**config.mk**
```make
export PLATFORM = sky130hd
export DESIGN_NAME = nif_msg_pool_flat
export DESIGN_NICKNAME = d
export VERILOG_FILES = /design/src/rtl/rou_pkg.sv /design/src/rtl/nif_msg_pool_if.sv /design/src/rtl/nif_pool_freelist.sv /design/src/rtl/nif_msg_pool.sv /design/src/flat_wrapper.sv
export SDC_FILE = /design/constraint.sdc
export NUM_CORES = 2
export LEC_CHECK = 0
export ABC_AREA = 1
export CAP_MARGIN = 5
export CORE_ASPECT_RATIO = 1.25
export CORE_UTILIZATION = 65
export DETAILED_ROUTE_END_ITERATION = 10
export PLACE_DENSITY_LB_ADDON = 0.12
export SKIP_LAST_GASP = 1
export SLEW_MARGIN = 10
export SYNTH_ARGS = -nofsm -noshare
export SYNTH_HDL_FRONTEND = slang
export SYNTH_SLANG_ARGS = --single-unit
```
**constraint.sdc**
```tcl
create_clock -name clk -period 16.1 [get_ports clk]
set_input_delay 3.22 -clock clk [delete_from_list [all_inputs] [get_ports clk]]
set_output_delay 3.22 -clock clk [all_outputs]
set_load 0.05 [all_outputs]
```
**src/rtl/rou_pkg.sv**
```systemverilog
// Shared message-format definitions for the rou/nif pool blocks.
// Field layout, source codes and slot index helpers.
package rou_pkg;

  localparam int DWID  = 128;
  localparam int AWID  = 32;
  localparam int TWID  = 5;
  localparam int BWID  = $clog2(DWID / 8);
  localparam int WID   = 2 + DWID + AWID + BWID + TWID;
  localparam int WBUFS = 6;
  localparam int SLOTS = 16;
  localparam int SW    = $clog2(SLOTS);

  localparam int OFF_TAG  = 0;
  localparam int OFF_BCNT = OFF_TAG + TWID;
  localparam int OFF_ADDR = OFF_BCNT + BWID;
  localparam int OFF_DATA = OFF_ADDR + AWID;
  localparam int OFF_CMD  = OFF_DATA + DWID;

  typedef logic [WID-1:0]   msg_t;
  typedef logic [WBUFS-1:0] idx_t;

  localparam idx_t NOTLEGAL = '1;

  typedef enum logic [1:0] {
    SRC_NONE = 2'd0,
    SRC_UP   = 2'd1,
    SRC_DOWN = 2'd2,
    SRC_MNG  = 2'd3
  } src_e;

  function automatic idx_t wrap_inc(idx_t p);
    return (p == idx_t'(SLOTS - 1)) ? '0 : p + 1'b1;
  endfunction

endpackage

```
**src/rtl/nif_msg_pool_if.sv**
```systemverilog
// Handshake bundle between the message pool and its users.
// master = producer/manager side, slave = pool.
interface nif_msg_pool_if;
  import rou_pkg::*;

  msg_t       in_msg;
  logic [1:0] in_src;
  logic       in_vld;
  logic       in_rdy;
  msg_t       msg4;
  idx_t       msg4index;
  logic [1:0] msg4src;
  logic       msg4_ack;
  logic       use2free;
  idx_t       msg8index;
  msg_t       msg8;
  logic       msg8_ack;
  idx_t       free2indx;
  idx_t       retiredindx;
  idx_t       rel_indx;
  idx_t       free_count;
  logic       err_dbl_free;
  logic       err_bad_index;

  modport master (
    output in_msg, in_src, in_vld, msg4_ack,
    output use2free, msg8index, msg8,
    output retiredindx, rel_indx,
    input  in_rdy, msg4, msg4index, msg4src,
    input  msg8_ack, free2indx, free_count,
    input  err_dbl_free, err_bad_index
  );

  modport slave (
    input  in_msg, in_src, in_vld, msg4_ack,
    input  use2free, msg8index, msg8,
    input  retiredindx, rel_indx,
    output in_rdy, msg4, msg4index, msg4src,
    output msg8_ack, free2indx, free_count,
    output err_dbl_free, err_bad_index
  );

endinterface

```
**src/rtl/nif_pool_freelist.sv**
```systemverilog
// Slot free bitmap, lowest-free picker, manager reservation
// and release handling with double-free detection.
module nif_pool_freelist import rou_pkg::*; (
  input  logic clk,
  input  logic rst,
  input  logic i_alloc,
  input  logic i_store,
  input  idx_t i_rel_a,
  input  idx_t i_rel_b,
  output idx_t o_low,
  output logic o_any,
  output idx_t o_rsv,
  output idx_t o_free_count,
  output logic o_err_dbl,
  output logic o_rel_rng
);

  localparam logic [SLOTS-1:0] FREE_RST =
    {{(SLOTS-1){1'b1}}, 1'b0};

  logic [SLOTS-1:0] r_free;
  idx_t             r_rsv;
  idx_t             r_cnt;
  logic             r_dbl;

  idx_t             w_low;
  logic             w_any;
  logic [SLOTS-1:0] w_rel;
  logic             w_dbl;
  logic             w_rng;
  logic [SLOTS-1:0] w_nxt;
  idx_t             w_rsv_nxt;
  idx_t             w_cnt;

  // lowest-index free slot; reserved slot is never marked free
  always_comb begin
    w_low = NOTLEGAL;
    w_any = 1'b0;
    for (int i = SLOTS - 1; i >= 0; i--) begin
      if (r_free[i]) begin
        w_low = idx_t'(i);
        w_any = 1'b1;
      end
    end
  end

  // decode both release ports against the current bitmap
  always_comb begin
    w_rel = '0;
    w_dbl = 1'b0;
    w_rng = 1'b0;
    if (i_rel_a != NOTLEGAL) begin
      if (int'(i_rel_a) >= SLOTS) w_rng = 1'b1;
      else if (r_free[i_rel_a[SW-1:0]] || i_rel_a == r_rsv)
        w_dbl = 1'b1;
      else w_rel[i_rel_a[SW-1:0]] = 1'b1;
    end
    if (i_rel_b != NOTLEGAL) begin
      if (int'(i_rel_b) >= SLOTS) w_rng = 1'b1;
      else if (r_free[i_rel_b[SW-1:0]] || i_rel_b == r_rsv)
        w_dbl = 1'b1;
      else w_rel[i_rel_b[SW-1:0]] = 1'b1;
    end
  end

  // next bitmap and reservation; refill of a missing
  // reservation takes the free slot ahead of ingress
  always_comb begin
    w_nxt     = r_free | w_rel;
    w_rsv_nxt = r_rsv;
    if (i_store || r_rsv == NOTLEGAL) begin
      w_rsv_nxt = w_low;
      if (w_any) w_nxt[w_low[SW-1:0]] = 1'b0;
    end else if (i_alloc && w_any) begin
      w_nxt[w_low[SW-1:0]] = 1'b0;
    end
  end

  // popcount of the next bitmap
  always_comb begin
    w_cnt = '0;
    for (int i = 0; i < SLOTS; i++)
      w_cnt = w_cnt + {{(WBUFS-1){1'b0}}, w_nxt[i]};
  end

  // bitmap, reservation, count and sticky error state
  always_ff @(posedge clk or posedge rst) begin
    if (rst) begin
      r_free <= FREE_RST;
      r_rsv  <= '0;
      r_cnt  <= idx_t'(SLOTS - 1);
      r_dbl  <= 1'b0;
    end else begin
      r_free <= w_nxt;
      r_rsv  <= w_rsv_nxt;
      r_cnt  <= w_cnt;
      if (w_dbl) r_dbl <= 1'b1;
    end
  end

  assign o_low        = w_low;
  assign o_any        = w_any;
  assign o_rsv        = r_rsv;
  assign o_free_count = r_cnt;
  assign o_err_dbl    = r_dbl;
  assign o_rel_rng    = w_rng;

endmodule

```
**src/rtl/nif_msg_pool.sv**
```systemverilog
// Indexed message pool: slot storage, arrival-order index
// queue and the manager msg8 store handshake.
module nif_msg_pool import rou_pkg::*; (
  input logic           clk,
  input logic           rst,
  nif_msg_pool_if.slave bus
);

  msg_t       r_mem [SLOTS];
  logic [1:0] r_src [SLOTS];
  idx_t       r_q   [SLOTS];
  idx_t       r_head;
  idx_t       r_tail;
  idx_t       r_cnt;
  logic       r_pend;
  logic       r_ack;
  logic       r_bad;

  idx_t w_low;
  logic w_any;
  idx_t w_rsv;
  logic w_rng;
  logic w_rdy;
  logic w_store;
  logic w_bad;
  logic w_take;
  logic w_push;
  idx_t w_push_idx;
  logic w_empty;
  logic w_pop;
  idx_t w_head;

  assign w_rdy = !rst && w_any && (w_rsv != NOTLEGAL)
              && !(bus.use2free && !r_pend);
  assign w_store = bus.use2free && !r_pend
                && (w_rsv != NOTLEGAL)
                && (bus.msg8index == w_rsv);
  assign w_bad      = bus.use2free && !r_pend && !w_store;
  assign w_take     = bus.in_vld && w_rdy;
  assign w_push     = w_store || w_take;
  assign w_push_idx = w_store ? w_rsv : w_low;
  assign w_empty    = (r_cnt == '0);
  assign w_pop      = bus.msg4_ack && !w_empty;
  assign w_head     = r_q[r_head[SW-1:0]];

  nif_pool_freelist u_free (
    .clk          (clk),
    .rst          (rst),
    .i_alloc      (w_take),
    .i_store      (w_store),
    .i_rel_a      (bus.retiredindx),
    .i_rel_b      (bus.rel_indx),
    .o_low        (w_low),
    .o_any        (w_any),
    .o_rsv        (w_rsv),
    .o_free_count (bus.free_count),
    .o_err_dbl    (bus.err_dbl_free),
    .o_rel_rng    (w_rng)
  );

  // slot payload; manager message wins the single write
  always_ff @(posedge clk) begin
    if (w_push) begin
      r_mem[w_push_idx[SW-1:0]] <=
        w_store ? bus.msg8 : bus.in_msg;
      r_src[w_push_idx[SW-1:0]] <=
        w_store ? SRC_MNG : bus.in_src;
    end
  end

  // index queue storage
  always_ff @(posedge clk) begin
    if (w_push) r_q[r_tail[SW-1:0]] <= w_push_idx;
  end

  // queue pointers and occupancy
  always_ff @(posedge clk or posedge rst) begin
    if (rst) begin
      r_head <= '0;
      r_tail <= '0;
      r_cnt  <= '0;
    end else begin
      if (w_push) r_tail <= wrap_inc(r_tail);
      if (w_pop)  r_head <= wrap_inc(r_head);
      unique case ({w_push, w_pop})
        2'b10:   r_cnt <= r_cnt + 1'b1;
        2'b01:   r_cnt <= r_cnt - 1'b1;
        default: r_cnt <= r_cnt;
      endcase
    end
  end

  // msg8 ack pulse, pending guard and bad-index flag
  always_ff @(posedge clk or posedge rst) begin
    if (rst) begin
      r_pend <= 1'b0;
      r_ack  <= 1'b0;
      r_bad  <= 1'b0;
    end else begin
      r_ack <= w_store;
      if (w_store)    r_pend <= 1'b1;
      else if (r_ack) r_pend <= 1'b0;
      if (w_bad || w_rng) r_bad <= 1'b1;
    end
  end

  assign bus.in_rdy        = w_rdy;
  assign bus.msg4          = w_empty ? '0 : r_mem[w_head[SW-1:0]];
  assign bus.msg4index     = w_empty ? NOTLEGAL : w_head;
  assign bus.msg4src       = w_empty ? 2'd0 : r_src[w_head[SW-1:0]];
  assign bus.msg8_ack      = r_ack;
  assign bus.free2indx     = w_rsv;
  assign bus.err_bad_index = r_bad;

endmodule
```
**src/flat_wrapper.sv**
```systemverilog
// flat-port wrapper written by rule: the top's interface ports become plain ports
module nif_msg_pool_flat import rou_pkg::*;
  (clk, rst, bus_in_msg, bus_in_src, bus_in_vld, bus_msg4_ack, bus_use2free, bus_msg8index, bus_msg8, bus_retiredindx, bus_rel_indx, bus_in_rdy, bus_msg4, bus_msg4index, bus_msg4src, bus_msg8_ack, bus_free2indx, bus_free_count, bus_err_dbl_free, bus_err_bad_index);
  nif_msg_pool_if bus_i ();
  input logic clk;
  input logic rst;
  input wire logic [$bits(bus_i.in_msg)-1:0] bus_in_msg;
  input wire logic [$bits(bus_i.in_src)-1:0] bus_in_src;
  input wire logic [$bits(bus_i.in_vld)-1:0] bus_in_vld;
  input wire logic [$bits(bus_i.msg4_ack)-1:0] bus_msg4_ack;
  input wire logic [$bits(bus_i.use2free)-1:0] bus_use2free;
  input wire logic [$bits(bus_i.msg8index)-1:0] bus_msg8index;
  input wire logic [$bits(bus_i.msg8)-1:0] bus_msg8;
  input wire logic [$bits(bus_i.retiredindx)-1:0] bus_retiredindx;
  input wire logic [$bits(bus_i.rel_indx)-1:0] bus_rel_indx;
  output wire logic [$bits(bus_i.in_rdy)-1:0] bus_in_rdy;
  output wire logic [$bits(bus_i.msg4)-1:0] bus_msg4;
  output wire logic [$bits(bus_i.msg4index)-1:0] bus_msg4index;
  output wire logic [$bits(bus_i.msg4src)-1:0] bus_msg4src;
  output wire logic [$bits(bus_i.msg8_ack)-1:0] bus_msg8_ack;
  output wire logic [$bits(bus_i.free2indx)-1:0] bus_free2indx;
  output wire logic [$bits(bus_i.free_count)-1:0] bus_free_count;
  output wire logic [$bits(bus_i.err_dbl_free)-1:0] bus_err_dbl_free;
  output wire logic [$bits(bus_i.err_bad_index)-1:0] bus_err_bad_index;
  assign bus_i.in_msg = bus_in_msg;
  assign bus_i.in_src = bus_in_src;
  assign bus_i.in_vld = bus_in_vld;
  assign bus_i.msg4_ack = bus_msg4_ack;
  assign bus_i.use2free = bus_use2free;
  assign bus_i.msg8index = bus_msg8index;
  assign bus_i.msg8 = bus_msg8;
  assign bus_i.retiredindx = bus_retiredindx;
  assign bus_i.rel_indx = bus_rel_indx;
  assign bus_in_rdy = bus_i.in_rdy;
  assign bus_msg4 = bus_i.msg4;
  assign bus_msg4index = bus_i.msg4index;
  assign bus_msg4src = bus_i.msg4src;
  assign bus_msg8_ack = bus_i.msg8_ack;
  assign bus_free2indx = bus_i.free2indx;
  assign bus_free_count = bus_i.free_count;
  assign bus_err_dbl_free = bus_i.err_dbl_free;
  assign bus_err_bad_index = bus_i.err_bad_index;
  nif_msg_pool u_core (.clk(clk), .rst(rst), .bus(bus_i));
endmodule
```
======== Word level (Yosys, flattened, before mapping) ========
Memory sizes are Yosys's and may differ from the RTL's.
Index checks and enable logic that the tools add are counted.
word-level totals
  register bits after elaboration ......... 50
  word-level logic and storage cells ...... 155
  memories ................................ 3
  input bits .............................. 367
  RAM bits ................................ 2864
operators by class
  mux-type cells .......................... 74
  add/subtract/negate cells ............... 19
  magnitude comparators ................... 8
  bitwise logic cells ..................... 4
  reduce and logical (&&, ||, !) cells .... 26
  equality and inequality tests ........... 11
memory list
  name          depth  bits a word  read ports  clocked after Yosys merged registers in  wr ports  line                source
  u_core.r_mem  16     171          1           0                                        1         nif_msg_pool.sv:9   msg_t r_mem [SLOTS];
  u_core.r_q    16     6            1           0                                        1         nif_msg_pool.sv:11  idx_t r_q [SLOTS];
  u_core.r_src  16     2            1           0                                        1         nif_msg_pool.sv:10  logic [1:0] r_src [SLOTS];
operators with widths
  operator                                                               number
  171-bit 2-to-1 mux                                                     2
  16-bit 2-to-1 mux                                                      9
  6-bit 2-to-1 mux                                                       20
  6-bit by 1-bit adder with 6-bit output                                 10
  1-bit 2-to-1 mux                                                       35
  16-bit OR                                                              2
  6-bit by 1-bit adder with 6-bit output, second input constant          3
  6-bit == test                                                          3
  6-bit != test, second input constant                                   3
  16-bit AND                                                             1
  16-bit NOT                                                             1
  4-bit by 5-bit < comparator with 1-bit output, second input constant   3
  1-bit logical AND                                                      13
  1-bit demux with 4-bit select                                          3
  6-bit by 4-bit == test with 1-bit output, second input constant        2
  4-bit by 1-bit >= comparator with 1-bit output, second input constant  3
  6-bit by 5-bit >= comparator with 1-bit output, second input constant  2
  6-bit one-hot mux with 2 select lines                                  1
  1-bit binary-select mux with 4-bit select                              2
  5-bit by 1-bit adder with 6-bit output                                 1
  6-bit == test, second input constant                                   1
  6-bit zero test                                                        1
  6-bit by 1-bit subtractor with 6-bit output, second input constant     1
  4-bit by 1-bit adder with 5-bit output                                 1
  9 further kinds                                                        19

======== Depth between registers and ports, before layout ========
  depth after elaboration ................. 39
  mapped depth ............................ 31
  mapped depth without buffers ............ 31

======== Hierarchy ========
Synthesis repeated with hierarchy kept, for this count alone.
second synthesis, totals
  cell total of the unflattened synthesis .. 11551
  area, all modules ....................... 127073.1 um2
by module, submodules not included
  module             seq. area each (um2)  area each (um2)  cells each  times used
  nif_msg_pool       86528.0               124547.0         11176       1
  nif_pool_freelist  699.4                 2526.2           375         1

======== Worst setup path before layout ========
Ideal clock, no wire load.
  kind .................................... input to register
  from .................................... input port bus_use2free
  to ...................................... memory u_core.r_mem[14][0] (netlist bit), enable pin
  buffers on the path ..................... 1
  slack ................................... 3.596 ns
  cell stages on the path ................. 11
  setup time .............................. 0.709 ns
  data arrival time ....................... 11.795 ns
  path through ............................ inv_1 nor2_1 nand2_1 nor4_1 nand3_1 buf_2 nand2_1 o21ai_0 inv_1 nand3_1 nor2_1
between the ends
  elaborated cells between the ends (all ways) .. 10
  classes of those cells .................. 3 x mux; 7 x reduce/logical
RTL lines
  what                            line                source
  start: declaration              flat_wrapper.sv:11  input wire logic [$bits(bus_i.use2free)-1:0] bus_use2free;
  1-bit logical AND               nif_msg_pool.sv:35  assign w_store = bus.use2free && !r_pend
  1-bit logical AND               nif_msg_pool.sv:36  && (w_rsv != NOTLEGAL)
  1-bit logical AND               nif_msg_pool.sv:37  && (bus.msg8index == w_rsv);
  6-bit 2-to-1 mux                nif_msg_pool.sv:41  assign w_push_idx = w_store ? w_rsv : w_low;
  named net u_core.w_push_idx[3]  nif_msg_pool.sv:28  idx_t w_push_idx;
  end: declaration                nif_msg_pool.sv:9
The timed path passes the listed nets, and every way through them passes these cells.

======== Worst setup path in the final report ========
  from .................................... register u_core.r_head[1]
  to ...................................... output port bus_msg4[122]
between the ends
  cells in the longest elaborated chain, start to end .. 3
ends and longest elaborated chain
  what                      line                 source
  start: declaration        nif_msg_pool.sv:12   idx_t r_head;
  start signal: assignment  nif_msg_pool.sv:84   if (w_pop) r_head <= wrap_inc(r_head);
  memory read 16 x 6 bit    --
  memory read 16 x 171 bit  --
  171-bit 2-to-1 mux        nif_msg_pool.sv:108  assign bus.msg4 = w_empty ? '0 : r_mem[w_head[SW-1:0]];
  end: declaration          flat_wrapper.sv:17   output wire logic [$bits(bus_i.msg4)-1:0] bus_msg4;
No other way between the ends.

==> results.md <==
* **largest area contributor in the netlist** sky130_fd_sc_hd__edfxtp_1
* **cts bufs inserted** 291
* **prevailing post-synth register cell** sky130_fd_sc_hd__edfxtp_1
* **vias per inst** 6.29
* **Final Cycle Share** 71.2%
* **met1 GRT Util** 46.5%
* **share of cells above drive strength 1** 4.60%
* **Crit Path Category** flip-flop to output port
* **cell seen most often among critical-path stages** sky130_fd_sc_hd__nand3_1
* **Register-to-Register Setup Slack** 9.27 ns
* **Detailed Route Iter0 Violations** 11548
* **count of input and output buffers** 560
* **synthesized area per cell** 11.1 um2
* **Required @ worst endpoint** 12.88 ns
* **Syn Inst Count** 11264
* **asr flop ratio synth** 1.66%
* **class of the tightest hold or removal check** flip-flop to flip-flop
* **source of the worst register-to-register timing path** u_core.u_free.o_rsv[2]
* **H-Tree Level Count** 5
* **cell types with the largest area share after synthesis** sky130_fd_sc_hd__edfxtp_1 68%, sky130_fd_sc_hd__nand3_1 11%, sky130_fd_sc_hd__nand2_1 8.2%
* **final net count** 11836
* **starting density of the core** 65.3%
* **Final min period** 11.47 ns
* **average wire per cell in the routed design** 24.6 um
* **Synth-to-Final Area Change** 12.4%
* **row count** 180
* **sum of routed wire length over all layers** 349000 um
* **sink of the worst hold path** u_core.r_pend
* **via count of the routed design** 89232
* **height of the chip** 493 um
* **crit path buf inv count** 5
* **CTS Root Buffer Type** sky130_fd_sc_hd__clkbuf_16
* **DR pass1 iterations** 6
* **post-CTS setup buffer count** 0
* **maximum clock frequency** 0.0872 GHz
* **Setup Viol. Count Final** 0
* **width of the chip** 395 um
* **part of the Yosys area used for sequential elements** 69.1%
* **pin count of the biggest net entering global routing** 218
* **cts-stage hold buffer count** 0
* **max_slew headroom** 10.9%
* **Synth warnings** 0
* **sum of negative setup slack** 0 ns
* **maximum buffer depth of the clock tree** 4
* **Hold Startpoint** u_core.bus.msg8_ack
* **result of the run** completed
* **slowest stage cell, crit path** sky130_fd_sc_hd__buf_4
* **filler cell count** 12698
* **total clock sinks** 2896
* **number of cells on the worst reg-to-reg path** 13
* **final HPWL from detailed placement** 181000 um
* **reg-to-reg critical path endpoint** u_core.r_mem[14][16]
* **IO Count** 562
* **worst-case clock skew** 0.0652 ns
* **remaining antenna violation count** 0
* **Netlist cell types** 41
* **clock latency on the worst-skew pair** 0.95 ns
* **final std cells w/o fill** 14193
* **fraction of post-synthesis cell area in the top cell type by area** 68.1%
* **Worst Setup End Kind** output port
* **final cell utilization of the core** 73.4%
* **number of instances resized during post-cts repair** 0
* **final worst-path setup slack** 4.63 ns
* **Final Hold Vio Count** 0
* **routability-driven placement congestion ratio** 0.876
* **vias in the first global route** 86827
* **drt drc** 0
* **Top delay family on crit path** buffers and inverters
* **Die ar.** 0.195 mm2
* **post-placement setup slack** 5.84 ns
* **delay of the slowest critical-path stage** 0.97 ns
* **Global Route met2 Usage** 57.8%
* **number of antenna violations at the first check in global routing** 5
* **RSZ-0062 raised after global routing** false
* **clock tree from TritonCTS** yes
* **CP Data Arrival Time** 8.25 ns
* **global route hottest layer** met2
* **post-placement cell count** 13698
* **number of instances on the worst hold path** 1
* **global routing usage summed across all routing layers** 35.3%
* **Clock Pin Slew Worst Setup and Hold Paths** 0.06 ns
* **Max-Cap Viols** 0
* **number of nets in the synthesized netlist** 11657
* **largest fanout on the critical path** 132
* **global routing met3 resource utilization** 5.40%
* **global-route wire length before repair** 521000 um
* **critical-path cell list** inv_2 -> nor2_1 -> o21ai_1 -> nand3_1 -> nand3_4 -> nand2_8 -> buf_4 -> buf_4 -> buf_4 -> nand2_1 -> nand3_1 -> nand3_1 -> nand3_1 -> nand2_1 -> nor2_1 -> clkdlybuf4s50_1
* **number of enable-type register cells in the synthesized netlist** 2848
* **synthesis-stage register bit count** 2896
* **Overflow after GRT** 0
* **Cell Area, Synth** 0.126 mm2
* **transition time at the pin with the least slew margin** 1.34 ns
* **category of the worst setup path launch point** flip-flop
* **final number of max-transition violations** 0
* **standard cell core area** 0.192 mm2
## cell usage after synthesis (15+ instances only)
library cell               number
sky130_fd_sc_hd__inv_1        804
sky130_fd_sc_hd__buf_1         37
sky130_fd_sc_hd__nor2_1       328
sky130_fd_sc_hd__dfstp_2       19
sky130_fd_sc_hd__o21ai_0       60
sky130_fd_sc_hd__a22oi_1       16
sky130_fd_sc_hd__a21oi_1       22
sky130_fd_sc_hd__buf_2        362
sky130_fd_sc_hd__clkbuf_1     365
sky130_fd_sc_hd__nand2_1     2734
sky130_fd_sc_hd__nand3_1     2811
sky130_fd_sc_hd__dfrtp_1       29
sky130_fd_sc_hd__buf_4         18
sky130_fd_sc_hd__edfxtp_1    2848
sky130_fd_sc_hd__ha_1          15
sky130_fd_sc_hd__nand3b_1     696
## logic make-up (layout without fill, tap and decap cells)
logic type	count (synthesis)	after routing	share of synthesized area, %
adders and majority gates	26	26	0.325
xor gates and xnor gates	14	14	0.0977
buffers and inverters	1594	1973	5.19
DFF	2896	2896	69.1
AOI/OAI and AO/OA	132	132	0.599
and+or+nand+nor	6601	6601	24.7
other	1	3	0.00299
## worst max-delay path by stage
stage | from | to | depth (start not counted)
floorplan | bus_use2free | u_core.r_mem[14][0] | 11
global placement | u_core.r_head[0] | bus_msg4[155] | 18
detailed placement | u_core.r_head[1] | bus_msg4[122] | 16
CTS | u_core.r_head[1] | bus_msg4[122] | 16
global route | u_core.r_head[1] | bus_msg4[122] | 16
finish | u_core.r_head[1] | bus_msg4[122] | 16
## through the flow
step	instance area (um2)	hold slack, ns
finish	141000	0.450
global route	141000	0.494
CTS	141000	0.454
detailed placement	132000	0.457
global placement	132000	0.440
floorplan	126000	0.443
## layout by cell type (no fill, tap or decap), types with 6 or more instances in the layout
| master | instances |
|---|---|
| sky130_fd_sc_hd__dfrtp_1 | 29 |
| sky130_fd_sc_hd__inv_1 | 801 |
| sky130_fd_sc_hd__clkinv_1 | 57 |
| sky130_fd_sc_hd__ha_1 | 15 |
| sky130_fd_sc_hd__clkinvlp_4 | 8 |
| sky130_fd_sc_hd__nand3b_1 | 696 |
| sky130_fd_sc_hd__a21oi_1 | 22 |
| sky130_fd_sc_hd__clkbuf_1 | 66 |
| sky130_fd_sc_hd__bufinv_16 | 18 |
| sky130_fd_sc_hd__dfstp_2 | 19 |
| sky130_fd_sc_hd__o21ai_1 | 9 |
| sky130_fd_sc_hd__buf_12 | 29 |
| sky130_fd_sc_hd__nand3_1 | 2809 |
| sky130_fd_sc_hd__a22oi_1 | 16 |
| sky130_fd_sc_hd__nand2_1 | 2734 |
| sky130_fd_sc_hd__nand4_1 | 9 |
| sky130_fd_sc_hd__o21ai_0 | 60 |
| sky130_fd_sc_hd__o22ai_1 | 10 |
| sky130_fd_sc_hd__clkdlybuf4s50_1 | 560 |
| sky130_fd_sc_hd__nor2_1 | 311 |
| sky130_fd_sc_hd__nor3_1 | 10 |
| sky130_fd_sc_hd__fa_1 | 11 |
| sky130_fd_sc_hd__edfxtp_1 | 2848 |
| sky130_fd_sc_hd__clkbuf_16 | 297 |
| sky130_fd_sc_hd__clkinv_2 | 39 |
| sky130_fd_sc_hd__buf_4 | 81 |
| sky130_fd_sc_hd__xor2_1 | 11 |
| sky130_fd_sc_hd__nor2_4 | 18 |
| sky130_fd_sc_hd__inv_8 | 6 |
## cell type report
type	instances	area, um2	area share [%]
sequential	2896	86700	61.5
multi-input combinational	6774	32500	23.0
clock buffer	365	7710	5.46
timing repair buffer	670	6790	4.82
tap	2548	3190	2.26
inverter	810	3080	2.18
clock inverter	128	1080	0.769
antenna	2	5.00	0.00355
## state kept, by name, summed over array words and instances, names as in the netlist
register,count
u_core.r_q,80
u_core.r_head,6
u_core.r_mem,2736
u_core.r_tail,6
u_core.u_free.o_err_dbl,1
u_core.bus.err_bad_index,1
u_core.u_free.o_free_count,5
u_core.r_src,32
u_core.r_pend,1
u_core.bus.msg8_ack,1
u_core.r_cnt,6
u_core.u_free.r_free,16
u_core.u_free.o_rsv,5
## per-layer routing
layer | up-vias | wire length [um] | share of wire (%)
met2 | 5686 | 170000 | 49
met5 | - | 7 | 0.0020
met3 | 915 | 35500 | 10
met4 | 2 | 17500 | 5.0
met1 | 43137 | 126000 | 36
li1 | 39492 | - | -
Power is left out: the tool's default activity adds up to more than one toggle a clock period on the data nets, which glitch-free logic cannot reach.
